`config.mk`:
```
export PLATFORM = sky130hd
export DESIGN_NAME = uart_rx
export DESIGN_NICKNAME = d
export VERILOG_FILES = /design/src/rtl/uart_rx.sv
export SDC_FILE = /design/constraint.sdc
export NUM_CORES = 1
export LEC_CHECK = 0
export ABC_AREA = 0
export CELL_PAD_IN_SITES_DETAIL_PLACEMENT = 0
export CELL_PAD_IN_SITES_GLOBAL_PLACEMENT = 1
export CORE_AREA = 2 2 87 89
export DETAILED_ROUTE_END_ITERATION = 7
export DIE_AREA = 0 0 89 91
export GPL_ROUTABILITY_DRIVEN = 0
export PLACE_DENSITY_LB_ADDON = 0.1
export RECOVER_POWER = 100
export SYNTH_ARGS = -nofsm -noshare
export SYNTH_HDL_FRONTEND = slang
export SYNTH_SLANG_ARGS = --single-unit
```
`constraint.sdc`:
```
create_clock -name clk -period 3.3 [get_ports clk]
set_input_delay 0.66 -clock clk [delete_from_list [all_inputs] [get_ports clk]]
set_output_delay 0.66 -clock clk [all_outputs]
set_load 0.005 [all_outputs]
```
`src/rtl/uart_rx.sv`:
```
// 8N1 UART receiver with a one-entry holding register and valid/ack handshake.
// Latency: byte visible (valid=1) one cycle after the mid-stop-bit sample; pin-to-decision lag is 2 cycles (synchroniser).
// Backpressure: none on the line; an unconsumed byte is overwritten and flagged as overrun.
//
// Ports:
//   clk               system clock, rising edge
//   reset_n           asynchronous active-low reset
//   uart_rxd          serial line, idle high, asynchronous to clk
//   uart_rx_ack       consumer strobe; clears uart_rx_valid and uart_rx_overrun
//   uart_rx_data      last correctly framed byte
//   uart_rx_valid     high while uart_rx_data holds an unconsumed byte
//   uart_rx_busy      high while a frame is in progress (FSM not idle)
//   uart_rx_frame_err one-cycle pulse when the stop bit samples 0
//   uart_rx_overrun   sticky; a new byte overwrote an unconsumed one
module uart_rx #(
    parameter int unsigned CLKS_PER_BIT = 1042
) (
    input  logic       clk,
    input  logic       reset_n,
    input  logic       uart_rxd,
    input  logic       uart_rx_ack,
    output logic [7:0] uart_rx_data,
    output logic       uart_rx_valid,
    output logic       uart_rx_busy,
    output logic       uart_rx_frame_err,
    output logic       uart_rx_overrun
);

    localparam int unsigned HALF = (CLKS_PER_BIT - 1) / 2;
    localparam int unsigned CW   = $clog2(CLKS_PER_BIT);

    localparam logic [CW-1:0] HALF_C = CW'(HALF);
    localparam logic [CW-1:0] LAST_C = CW'(CLKS_PER_BIT - 1);

    typedef enum logic [2:0] {
        IDLE      = 3'd0,
        START     = 3'd1,
        DATA      = 3'd2,
        STOP      = 3'd3,
        WAIT_HIGH = 3'd4
    } state_t;

    state_t        state_q, state_d;
    logic          sync1_q, sync2_q;
    logic [CW-1:0] cnt_q, cnt_d;
    logic [2:0]    bit_q, bit_d;
    logic [7:0]    shift_q, shift_d;
    logic [7:0]    data_q, data_d;
    logic          valid_q, valid_d;
    logic          busy_q, busy_d;
    logic          fe_q, fe_d;
    logic          ovr_q, ovr_d;
    logic          load;
    logic          rxd_s;

    assign rxd_s = sync2_q;

    // Synchroniser resets to the idle (high) line level so reset release
    // never looks like a falling edge.
    always_ff @(posedge clk or negedge reset_n) begin
        if (!reset_n) begin
            sync1_q <= 1'b1;
            sync2_q <= 1'b1;
        end else begin
            sync1_q <= uart_rxd;
            sync2_q <= sync1_q;
        end
    end

    always_ff @(posedge clk or negedge reset_n) begin
        if (!reset_n) begin
            state_q <= IDLE;
            cnt_q   <= '0;
            bit_q   <= '0;
            shift_q <= '0;
            data_q  <= '0;
            valid_q <= 1'b0;
            busy_q  <= 1'b0;
            fe_q    <= 1'b0;
            ovr_q   <= 1'b0;
        end else begin
            state_q <= state_d;
            cnt_q   <= cnt_d;
            bit_q   <= bit_d;
            shift_q <= shift_d;
            data_q  <= data_d;
            valid_q <= valid_d;
            busy_q  <= busy_d;
            fe_q    <= fe_d;
            ovr_q   <= ovr_d;
        end
    end

    // Next-state: counter free-runs inside a bit and is cleared at every
    // sample point, so each sample lands CLKS_PER_BIT after the previous one.
    always_comb begin
        state_d = state_q;
        cnt_d   = cnt_q + 1'b1;
        bit_d   = bit_q;
        shift_d = shift_q;
        fe_d    = 1'b0;
        load    = 1'b0;

        unique case (state_q)
            IDLE: begin
                cnt_d = '0;
                if (!rxd_s) begin
                    state_d = START;
                end
            end
            START: begin
                if (cnt_q == HALF_C) begin
                    cnt_d = '0;
                    bit_d = '0;
                    // A line that is high again mid-start-bit was only a glitch.
                    state_d = rxd_s ? IDLE : DATA;
                end
            end
            DATA: begin
                if (cnt_q == LAST_C) begin
                    cnt_d   = '0;
                    shift_d = {rxd_s, shift_q[7:1]};
                    bit_d   = bit_q + 1'b1;
                    if (bit_q == 3'd7) begin
                        state_d = STOP;
                    end
                end
            end
            STOP: begin
                if (cnt_q == LAST_C) begin
                    cnt_d = '0;
                    if (rxd_s) begin
                        load    = 1'b1;
                        state_d = IDLE;
                    end else begin
                        fe_d    = 1'b1;
                        state_d = WAIT_HIGH;
                    end
                end
            end
            WAIT_HIGH: begin
                // Absorbs a break so it raises only a single frame error.
                cnt_d = '0;
                if (rxd_s) begin
                    state_d = IDLE;
                end
            end
            default: begin
                cnt_d   = '0;
                state_d = IDLE;
            end
        endcase

        busy_d = (state_d != IDLE);
    end

    // Holding register and handshake. A load with a coincident ack means the
    // old byte was consumed, so no overrun is recorded.
    always_comb begin
        data_d  = data_q;
        valid_d = valid_q;
        ovr_d   = ovr_q;

        if (load) begin
            data_d  = shift_q;
            valid_d = 1'b1;
            if (uart_rx_ack) begin
                ovr_d = 1'b0;
            end else if (valid_q) begin
                ovr_d = 1'b1;
            end
        end else if (uart_rx_ack) begin
            valid_d = 1'b0;
            ovr_d   = 1'b0;
        end
    end

    assign uart_rx_data      = data_q;
    assign uart_rx_valid     = valid_q;
    assign uart_rx_busy      = busy_q;
    assign uart_rx_frame_err = fe_q;
    assign uart_rx_overrun   = ovr_q;

endmodule

```
==> metrics.txt <==
# TYPE chip_impl_metric gauge
chip_impl_metric{name="timing_worst_slew_pin_value",unit="ns"} 2.113
chip_impl_info{name="yosysTopAreaCell",value="sky130_fd_sc_hd__dfrtp_1"} 1
chip_impl_metric{name="yosysWarnings",unit=""} 0
chip_impl_info{name="layout.cells.most_common",value="sky130_fd_sc_hd__dfrtp_1"} 1
chip_impl_metric{name="cts_resized",unit=""} 0
chip_impl_info{name="layout.cells.most_common_list",value="sky130_fd_sc_hd__dfrtp_1 (37), sky130_fd_sc_hd__nor2_1 (21), sky130_fd_sc_hd__mux2_2 (15), sky130_fd_sc_hd__dlygate4sd3_1 (13), sky130_fd_sc_hd__nand2_1 (9)"} 1
chip_impl_metric{name="fin_ws",unit="ns"} 0.8716
chip_impl_metric{name="postLayoutCellArea",unit="µm²"} 2041
chip_impl_metric{name="fin_worst_skew",unit="ns"} 0.004478
chip_impl_metric{name="port_buffers",unit=""} 15
chip_impl_info{name="cts_tree",value="built"} 1
chip_impl_info{name="status",value="finished, violations left"} 1
chip_impl_metric{name="synth-seq-area-share",unit="%"} 55.50
chip_impl_metric{name="max_clk_rate",unit="MHz"} 411.8
chip_impl_metric{name="worstSkewPairLatency",unit="ns"} 0.28
chip_impl_metric{name="core_area",unit="µm²"} 7137
chip_impl_info{name="hold_start",value="sync1_q$_DFF_PN1_"} 1
chip_impl_metric{name="holdPathStages",unit=""} 0
chip_impl_metric{name="cts.clk_slew.worst_paths",unit="ns"} 0.07
chip_impl_info{name="cp-end-kind",value="flop"} 1
chip_impl_metric{name="floorplan.rows",unit=""} 31
chip_impl_metric{name="place_worst_setup_slack",unit="ns"} 1.013
chip_impl_metric{name="ant_nets",unit=""} 0
chip_impl_metric{name="grt_first_pass_wirelength",unit="mm"} 5.858
chip_impl_info{name="hold_path_class",value="reg2reg"} 1
chip_impl_info{name="timing.critical_path.from_type",value="flop"} 1
chip_impl_metric{name="ff2ff_path_depth",unit=""} 7
chip_impl_info{name="failed_checks",value="capacitance limit, slew limit"} 1
chip_impl_metric{name="synth_cells",unit=""} 143
chip_impl_metric{name="dr_total_vias",unit=""} 1097
chip_impl_metric{name="die_height",unit="µm"} 91
chip_impl_metric{name="synth_enable_flop_cells",unit=""} 0
chip_impl_metric{name="post_synth_mux_area_share",unit="%"} 11.00
chip_impl_metric{name="cp.arrival",unit="ns"} 2.60
chip_impl_metric{name="post-route-drc-count",unit=""} 0
chip_impl_metric{name="setup-tns-final",unit="ns"} 0
chip_impl_metric{name="nNetsFinal",unit=""} 170
chip_impl_info{name="clockRootBuffer",value="sky130_fd_sc_hd__clkbuf_8"} 1
chip_impl_metric{name="cts_inserted_buffers",unit=""} 5
chip_impl_metric{name="layout-drive-gt1-share",unit="%"} 16.67
chip_impl_metric{name="timing_hold_violations_final",unit=""} 0
chip_impl_metric{name="finalMaxSlewViolations",unit=""} 40
chip_impl_metric{name="area_growth_syn_to_layout",unit="%"} 15.76
chip_impl_metric{name="data_required_critical_path",unit="ns"} 3.47
chip_impl_metric{name="rrSetupSlack",unit="ns"} 0.87
chip_impl_metric{name="cts_hold_buffers",unit=""} 0
chip_impl_info{name="most_used_routing_layer",value="met2"} 1
chip_impl_info{name="reg2reg_from",value="cnt_q[1]$_DFF_PN0_"} 1
chip_impl_metric{name="routed_wirelength",unit="mm"} 3.278
chip_impl_metric{name="dp_hpwl",unit="mm"} 2.278
chip_impl_metric{name="report.final.setup_viol",unit=""} 0
chip_impl_info{name="critPathKind",value="reg2reg"} 1
chip_impl_metric{name="grt_max_degree",unit=""} 40
chip_impl_metric{name="detail_route.wl_per_cell",unit="µm"} 12.56
chip_impl_metric{name="postSynthAreaPerCell",unit="µm²"} 12.33
chip_impl_metric{name="yosysUniqueCellTypes",unit=""} 38
chip_impl_metric{name="chipWidth",unit="µm"} 89
chip_impl_metric{name="post-cts-setup-buffers",unit=""} 0
chip_impl_metric{name="number_of_buffers_between_clock_root_and_the_deepest_sink",unit=""} 2
chip_impl_info{name="min_to",value="rxd_s$_DFF_PN1_"} 1
chip_impl_metric{name="global_route.usage.met3",unit="%"} 3.636
chip_impl_metric{name="final_min_period_over_clock_period",unit="%"} 73.59
chip_impl_info{name="worst_r2r_endpoint",value="uart_rx_data[6]$_DFFE_PN0P_"} 1
chip_impl_metric{name="final_period_minus_worst_setup_slack",unit="ns"} 2.428
chip_impl_metric{name="post_dp_cell_area",unit="µm²"} 2001
chip_impl_metric{name="syn_nets",unit=""} 152
chip_impl_metric{name="ctsHtreeMaxLevel",unit=""} 2
chip_impl_metric{name="leakage",unit="nW"} 0.9322
chip_impl_metric{name="drt_first_iter_violations",unit=""} 41
chip_impl_info{name="postSynth.topFlopCell",value="sky130_fd_sc_hd__dfrtp_1"} 1
chip_impl_metric{name="yosys.area_share.xor_xnor",unit="%"} 4.471
chip_impl_metric{name="area_share_of_the_largest_cell_type_after_synthesis",unit="%"} 52.52
chip_impl_metric{name="overflow",unit=""} 0
chip_impl_info{name="rsz0062_at_grt",value="false"} 1
chip_impl_metric{name="dieArea",unit="µm²"} 8099
chip_impl_metric{name="met1_usage",unit="%"} 11.58
chip_impl_metric{name="io-pin-count",unit=""} 16
chip_impl_metric{name="grt_antenna_before_repair",unit=""} 0
chip_impl_metric{name="vdd_drop_max",unit="µV"} 131.2
chip_impl_metric{name="power_density",unit="nW/µm²"} 391.5
chip_impl_metric{name="synth-simple-area-share",unit="%"} 17.96
chip_impl_info{name="synthTopCellsByArea",value="sky130_fd_sc_hd__dfrtp_1 (53%), sky130_fd_sc_hd__mux2_2 (9.6%), sky130_fd_sc_hd__nor2_1 (4.5%)"} 1
chip_impl_metric{name="detailedRoute.firstPassIterationCount",unit=""} 4
chip_impl_metric{name="postSynth.asyncResetShare",unit="%"} 100.0
chip_impl_metric{name="postSynthRegisterBits",unit=""} 39
chip_impl_metric{name="via_per_inst",unit=""} 4.203
chip_impl_metric{name="via_count_of_the_first_global_routing_pass",unit=""} 1164
chip_impl_metric{name="critical_path_peak_fanout",unit=""} 9
chip_impl_metric{name="drv.max_cap_violation_count",unit=""} 1
chip_impl_metric{name="cts_num_sinks",unit=""} 39
chip_impl_info{name="main_combinational_cell_family_by_area_after_synthesis",value="simple AND/OR/NAND/NOR gates"} 1
chip_impl_metric{name="synth_area",unit="µm²"} 1763
chip_impl_metric{name="synth-adder-area-share",unit="%"} 3.549
chip_impl_metric{name="grt_use_met2",unit="%"} 14.93
chip_impl_metric{name="grt_use_total",unit="%"} 9.449
chip_impl_metric{name="slew-limit-headroom",unit="%"} -40.86
chip_impl_metric{name="synth-compound-area-share",unit="%"} 4.684
chip_impl_metric{name="initial_core_util",unit="%"} 24.70
chip_impl_metric{name="insertedDiodeCount",unit=""} 0
==> Yosys cell counts (2+ instances only) <==
library cell              count
sky130_fd_sc_hd__nand3_1      5
sky130_fd_sc_hd__nand3_4      2
sky130_fd_sc_hd__ha_1         5
sky130_fd_sc_hd__a41oi_1      2
sky130_fd_sc_hd__xnor2_1      6
sky130_fd_sc_hd__dfstp_2      2
sky130_fd_sc_hd__a22o_1       2
sky130_fd_sc_hd__dfrtp_1     37
sky130_fd_sc_hd__mux2_2      15
sky130_fd_sc_hd__a21oi_1      2
sky130_fd_sc_hd__xor2_1       3
sky130_fd_sc_hd__nor3_1       4
sky130_fd_sc_hd__inv_1        5
sky130_fd_sc_hd__nand2_1      9
sky130_fd_sc_hd__nor2_1      21
==> critical path: stages (launching register included) <==
cell	delay, ns
sky130_fd_sc_hd__dfrtp_1	0.41
sky130_fd_sc_hd__inv_1	0.09
sky130_fd_sc_hd__ha_1	0.14
sky130_fd_sc_hd__and4b_1	0.22
sky130_fd_sc_hd__nand3_1	0.25
sky130_fd_sc_hd__nor3_1	0.35
sky130_fd_sc_hd__nand3_1	0.40
sky130_fd_sc_hd__mux2_1	0.44
==> through the flow <==
| stage | power, mW | cells | hold slack (ns) | util [%] |
|---|---|---|---|---|
| 2_1_floorplan | 0.4916 | 143 | 0.3452 | - |
| 3_3_place_gp | 0.5052 | 253 | 0.3463 | 28.03 |
| 3_5_place_dp | 0.5053 | 253 | 0.3478 | 28.03 |
| 4_1_cts | 0.8229 | 261 | 0.3593 | 29.17 |
| 5_1_grt | 0.8514 | 261 | 0.3609 | 28.59 |
| 6_report | 0.7989 | 261 | 0.3574 | 28.59 |
==> worst max path at each step <==
| stage | startpoint | to | slack (ns) | cells past startpoint |
|---|---|---|---|---|
| after CTS | cnt_q[1]$_DFF_PN0_ | shift_q[4]$_DFFE_PN0P_ | 0.99 | 6 |
| final | cnt_q[1]$_DFF_PN0_ | uart_rx_data[6]$_DFFE_PN0P_ | 0.87 | 7 |
| after global routing | cnt_q[1]$_DFF_PN0_ | uart_rx_data[6]$_DFFE_PN0P_ | 0.56 | 7 |
| after floorplan | cnt_q[1]$_DFF_PN0_ | shift_q[0]$_DFFE_PN0P_ | 1.43 | 7 |
| after detailed placement | cnt_q[1]$_DFF_PN0_ | shift_q[4]$_DFFE_PN0P_ | 1.01 | 6 |
| after global placement | cnt_q[1]$_DFF_PN0_ | shift_q[6]$_DFFE_PN0P_ | 1.08 | 6 |
==> power by group <==
part	switching (mW)	internal, mW	leakage [nW]
Clock	0.157	0.148	0.0422
Sequential	0.00123	0.480	0.518
Combinational	0.0101	0.00270	0.372
Total	0.168	0.631	0.932
==> per-layer routing <==
| layer | share of wire [%] | wire length [µm] |
|---|---|---|
| met1 | 43 | 1414 |
| met2 | 51 | 1661 |
| met3 | 5.4 | 178 |
| met4 | 0.70 | 23 |
| met5 | 0 | 0 |
==> area by class of cell <==
| type | count | area (µm²) |
|---|---|---|
| Sequential cell | 39 | 978.4 |
| Clock inverter | 1 | 5.005 |
| Timing Repair Buffer | 15 | 143.9 |
| Inverter | 5 | 18.77 |
| Clock buffer | 7 | 76.32 |
| Tap cell | 99 | 123.9 |
| Fill cell | 765 | 5096 |
| Multi-Input combinational cell | 95 | 694.4 |
==> registers in the layout, indices dropped and copies added, names as in the netlist <==
name	count
bit_q	3
cnt_q	11
rxd_s	1
shift_q	8
state_q	3
sync1_q	1
uart_rx_busy	1
uart_rx_data	8
uart_rx_frame_err	1
uart_rx_overrun	1
uart_rx_valid	1
==> cells by family after synthesis <==
logic type	Yosys count
AOI/OAI and AO/OA	11
xor gates and xnor gates	9
adders and majority gates	5
buffers and inverters	9
DFF	39
muxes	17
and+or+nand+nor	53
Note: power is estimated with default switching activity, not from simulation.
